===== src/rtl/free_slot_alloc.sv =====
// Tag/slot allocator: registered busy bitmap (1=busy) that offers the lowest-numbered
// free slot each cycle, accepting one allocate and one release per clock.

module free_slot_find_zero #(
  parameter int TAGW = 7
) (
  input  logic [(1<<TAGW)-1:0] word_i,
  output logic                 found_o,
  output logic [TAGW-1:0]      idx_o
);

  localparam int SW  = 1 << TAGW;
  localparam int GWL = (TAGW >= 4) ? 4 : TAGW;
  localparam int GW  = 1 << GWL;
  localparam int NG  = SW / GW;

  logic [NG-1:0]  grp_hit;
  logic [GWL-1:0] lo_idx [NG];

  // Two-level search: lowest zero inside each group, then the lowest group holding one.
  always_comb begin
    // NOTE: every variable written here gets a default first so no latch is inferred.
    grp_hit = '0;
    for (int g = 0; g < NG; g++) begin
      grp_hit[g] = ~&word_i[g*GW +: GW];
      lo_idx[g]  = '0;
      for (int b = GW - 1; b >= 0; b--) begin
        if (!word_i[g*GW + b]) lo_idx[g] = GWL'(b);
      end
    end
  end

  always_comb begin
    found_o = |grp_hit;
    idx_o   = '0;
    for (int g = NG - 1; g >= 0; g--) begin
      if (grp_hit[g]) idx_o = TAGW'(g * GW + int'(lo_idx[g]));
    end
  end

endmodule

module free_slot_alloc #(
  parameter int NSLOT = 96,
  parameter int TAGW  = 7
) (
  input  logic             clk,
  input  logic             rst,
  input  logic             flush,
  input  logic             alloc_req,
  output logic             alloc_rdy,
  output logic [TAGW-1:0]  alloc_tag,
  input  logic             free_v,
  input  logic [TAGW-1:0]  free_tag,
  output logic [TAGW-1:0]  nfree,
  output logic [NSLOT-1:0] busy_map,
  output logic             err
);

  localparam int              SW      = 1 << TAGW;
  localparam logic [TAGW-1:0] NSLOT_T = TAGW'(NSLOT);
  localparam logic [SW-1:0]   ONE_W   = {{(SW-1){1'b0}}, 1'b1};

  logic [NSLOT-1:0] busy_q, busy_d;
  logic [TAGW-1:0]  nfree_q, nfree_d;
  logic [TAGW-1:0]  tag_q, tag_d;
  logic             rdy_q, rdy_d;
  logic             err_q, err_d;

  logic [SW-1:0]    busy_ext, alloc_mask, free_mask, nxt_ext;
  logic             alloc_acc, free_oor, free_dbl, free_ok;
  logic             fz_found;
  logic [TAGW-1:0]  fz_idx;

  // Slots NSLOT and above read as busy, so they are never offered and never released.
  assign busy_ext  = {{(SW-NSLOT){1'b1}}, busy_q};

  assign alloc_acc = alloc_req & rdy_q;
  assign free_oor  = free_v & (free_tag >= NSLOT_T);
  assign free_dbl  = free_v & ~free_oor & ~busy_ext[free_tag];
  assign free_ok   = free_v & ~free_oor &  busy_ext[free_tag];

  assign alloc_mask = alloc_acc ? (ONE_W << tag_q)    : '0;
  assign free_mask  = free_ok   ? (ONE_W << free_tag) : '0;

  // Freeing the slot being allocated is already a double free, so the alloc wins.
  assign nxt_ext = (busy_ext | alloc_mask) & ~free_mask;

  free_slot_find_zero #(
    .TAGW (TAGW)
  ) u_find_zero (
    .word_i  (nxt_ext),
    .found_o (fz_found),
    .idx_o   (fz_idx)
  );

  always_comb begin
    busy_d  = nxt_ext[NSLOT-1:0];
    nfree_d = nfree_q;
    unique case ({free_ok, alloc_acc})
      2'b10:   if (nfree_q != NSLOT_T) nfree_d = nfree_q + 1'b1;
      2'b01:   if (nfree_q != '0)      nfree_d = nfree_q - 1'b1;
      default: nfree_d = nfree_q;
    endcase
    rdy_d = (nfree_d != '0);
    tag_d = fz_found ? fz_idx : tag_q;
    err_d = err_q | free_oor | free_dbl;

    if (flush) begin
      busy_d  = '0;
      nfree_d = NSLOT_T;
      rdy_d   = 1'b1;
      tag_d   = '0;
      err_d   = err_q;
    end
  end

  always_ff @(posedge clk) begin
    // NOTE: sequential state uses non-blocking assignments so all registers update together.
    if (rst) begin
      busy_q  <= '0;
      nfree_q <= NSLOT_T;
      rdy_q   <= 1'b1;
      tag_q   <= '0;
      err_q   <= 1'b0;
    end else begin
      busy_q  <= busy_d;
      nfree_q <= nfree_d;
      rdy_q   <= rdy_d;
      tag_q   <= tag_d;
      err_q   <= err_d;
    end
  end

  assign busy_map  = busy_q;
  assign nfree     = nfree_q;
  assign alloc_rdy = rdy_q;
  assign alloc_tag = tag_q;
  assign err       = err_q;

endmodule


===== config.mk =====
export PLATFORM = sky130hd
export DESIGN_NAME = free_slot_alloc
export DESIGN_NICKNAME = d
export VERILOG_FILES = /design/src/rtl/free_slot_alloc.sv
export SDC_FILE = /design/constraint.sdc
export NUM_CORES = 1
export LEC_CHECK = 0
export CAP_MARGIN = 20
export CELL_PAD_IN_SITES_DETAIL_PLACEMENT = 1
export CELL_PAD_IN_SITES_GLOBAL_PLACEMENT = 2
export CORE_UTILIZATION = 35
export DETAILED_ROUTE_END_ITERATION = 10
export PLACE_DENSITY = 0.95
export REMOVE_ABC_BUFFERS = 1
export SYNTH_ARGS = -nofsm -noshare
export SYNTH_HDL_FRONTEND = slang
export SYNTH_HIERARCHICAL = 1
export SYNTH_SLANG_ARGS = --single-unit

===== constraint.sdc =====
create_clock -name clk -period 11.65 [get_ports clk]
set_input_delay 2.33 -clock clk [delete_from_list [all_inputs] [get_ports clk]]
set_output_delay 2.33 -clock clk [all_outputs]
set_load 0.05 [all_outputs]

==> metrics.yaml <==
clockRootBuffer: "clkbuf_16"
firstDrtPassIters: 5
slowest_stage: "buf_2"
max-vdd-ir-drop_mv: 0.0640
r2r_setup_slack_ps: 6780
end_kind: "flop"
nFillCells: 2851
p_int_uw: 608
ys_seq_elements: 112
cts.htree.levels: 3
p_sw_uw: 250
clk_pin_slew_ps: 80
synth_cell_type_count: 74
nets: 1287
pwr-share-clk_pct: 40.4
start_kind: "primary input"
core_sq_um: 22900
synth_edf_count: 0
die_height_um: 156
r2r_end: "alloc_tag[1]"
critical_path_class: "primary input to flop"
die_x_um: 156
wl_per_cell_um: 22.0
status: "finished, final reports clean"
skew_ps: 9.35
synth.most_common_cell: "a31oi_1"
p_leak_uw: 0.00366
slew_headroom_pct: 29.1
cp_max_fo: 86
p_seq_share_pct: 45.2
setup_violations: 0
drc: 0
grt_pass1_wl_um: 54200
worstReg2RegStart: "busy_map[62]"
p_comb_share_pct: 14.3
yosys_warnings: 6
cts_post_setup_buffers_inserted: 0
yosysSeqAreaShare_pct: 27.0
dp_hpwl_um: 25400
path_cells: "buf_2 > mux4_2 > or2_2 > a31o_2 > nor4_2 > a211oi_4 > buf_4 > a31oi_1 > nand4_1 > nor4_4 > nand2_1 > nor2_1 > nand3_1 > mux2i_1 > nor2_1"
track_usage_pct: 28.8
cts_tree: "done"
cts.path.max_buffers: 2
syn_to_final_growth_pct: 25.3
drive_gt1_share_pct: 7.22
synthCells: 1082
rows: 55
fin_setup_tns_ps: 0
ys_top_cells_by_area: "dfxtp_1 27%, a31oi_1 12%, a21oi_1 8.0%"
slew_violations: 0
cts_made_buffers: 9
routed_wl_um: 35000
gp_routability_congestion: 0.935
holdCritPathClass: "flop to flop"
cp.required_ps: 11870
path_common_cell: "nor2_1"
powerDensity_nw_per_um2: 82.6
port_buffers: 123
synth-async-reset-ratio_pct: 0
initial_core_util_pct: 36.2
crit_path_end: "alloc_tag[1]"
grt_pass1_vias: 9357
diodes: 0
drt-initial-drc-count: 971
fmax_mhz: 135
ys_top_cells_by_count: "165 x a31oi_1, 132 x a21oi_1, 112 x dfxtp_1, 87 x nand2b_1, 81 x nor2_1"
vias: 9694
grt_antenna_before_repair: 0
ios: 124
fin_util_pct: 45.4
arrival_ps: 7610
worstSetupStartpoint: "free_tag[1]"
ctsResizeCount: 0
fin_crit_sh_pct: 63.4
hold_violations: 0
synth_top_area_cell: "dfxtp_1"
period_minus_slack_ps: 7390
post-synth-top-area-fraction_pct: 27.0
rsz0062_at_grt: "false"
grt_max_degree: 87
syn_area_per_cell_sq_um: 7.67
cpPeakStageDelay_ps: 760
maxCapViolCount: 0
tightest_slew_ps: 1060
switching_share_pct: 29.1
postRouteAntennaNets: 0
reg2reg_depth: 14
clkSinkCount: 112
synth_flop_cell: "dfxtp_1"
dieArea_sq_um: 24300
via_per_inst: 6.10
insertion_delay_ps: 360
syn_area_sq_um: 8300
overflow: 0
ctsHoldBuffers: 0
-- registers in the layout, indices dropped and copies added, names as in the netlist --
| signal | count |
|---|---|
| alloc_tag | 7 |
| err | 1 |
| nfree | 7 |
| alloc_rdy | 1 |
| busy_map | 96 |
-- through the flow --
step           cell area [sq um]  hold WS, ps  cells  worst slack, ps  power, uW
4_1_cts                    10400          558   1588             4400        860
2_1_floorplan               8270          739   1118              956        467
6_report                   10400          557   1588             4260        858
3_3_place_gp               10100          535   1572             4230        514
3_5_place_dp               10100          548   1572             4040        516
5_1_grt                    10400          578   1588             3980        886
-- placed cells by master, fill, tap and decap left out, types with 12 or more instances in the layout --
master,n
inv_1,33
mux4_2,22
conb_1,116
nor2b_1,14
a21oi_1,132
nor3_1,36
buf_4,18
nor2_1,79
dfxtp_1,112
nand2_1,68
mux2i_1,17
nand3_1,20
clkdlybuf4s50_1,121
nand4_1,37
nand2b_1,87
a211oi_1,19
o21ai_0,22
a31oi_1,165
nor4_1,12
-- final cells by class --
type	count	area [sq um]	area share, %
Multi-Input combinational cell	973	5960	57.3
Sequential cell	112	2240	21.6
Timing Repair Buffer	141	1360	13.1
Tap cell	313	392	3.77
Clock buffer	10	229	2.20
Inverter	33	124	1.19
Clock inverter	6	92.6	0.891
-- kinds of logic after synthesis --
| logic type | synth area share (%) |
|---|---|
| AND/OR/NAND/NOR | 26.4 |
| adder cells (fa/ha/maj) | 0.754 |
| flip-flops | 27.0 |
| buffers and inverters | 7.01 |
| AO/OA/AOI/OAI | 30.2 |
| multiplexers | 8.57 |
| other | 0.0452 |
-- power by group through the flow --
stage          Combinational, uW  Sequential [uW]  Clock [uW]
2_1_floorplan               63.8              403           0
3_3_place_gp                 117              397           0
3_5_place_dp                 118              397           0
4_1_cts                      119              388         353
5_1_grt                      133              389         365
6_report                     123              388         347
-- critical path, delay by kind of cell --
family	cells	cell delay, ps
AO/OA/AOI/OAI	3	820
multiplexers	2	900
AND/OR/NAND/NOR	8	2320
buffers and inverters	2	1190
-- metal layers --
layer / up-vias / GRT usage, % / share of wire (%)
met5: - / 0 / 0
met4: 0 / 9.76 / 2.5
met3: 73 / 4.11 / 7.4
met2: 478 / 45.5 / 45
met1: 4721 / 39.8 / 45
li1: 4422 / - / -
-- worst min path at each step --
stage	depth (start not counted)	endpoint	slack, ps	start
floorplan	2	err	740	err
global placement	2	err	530	err
detailed placement	2	err	550	err
CTS	2	err	560	err
global route	2	err	580	err
finish	2	err	560	err
Power figures use the tool's default switching activity.
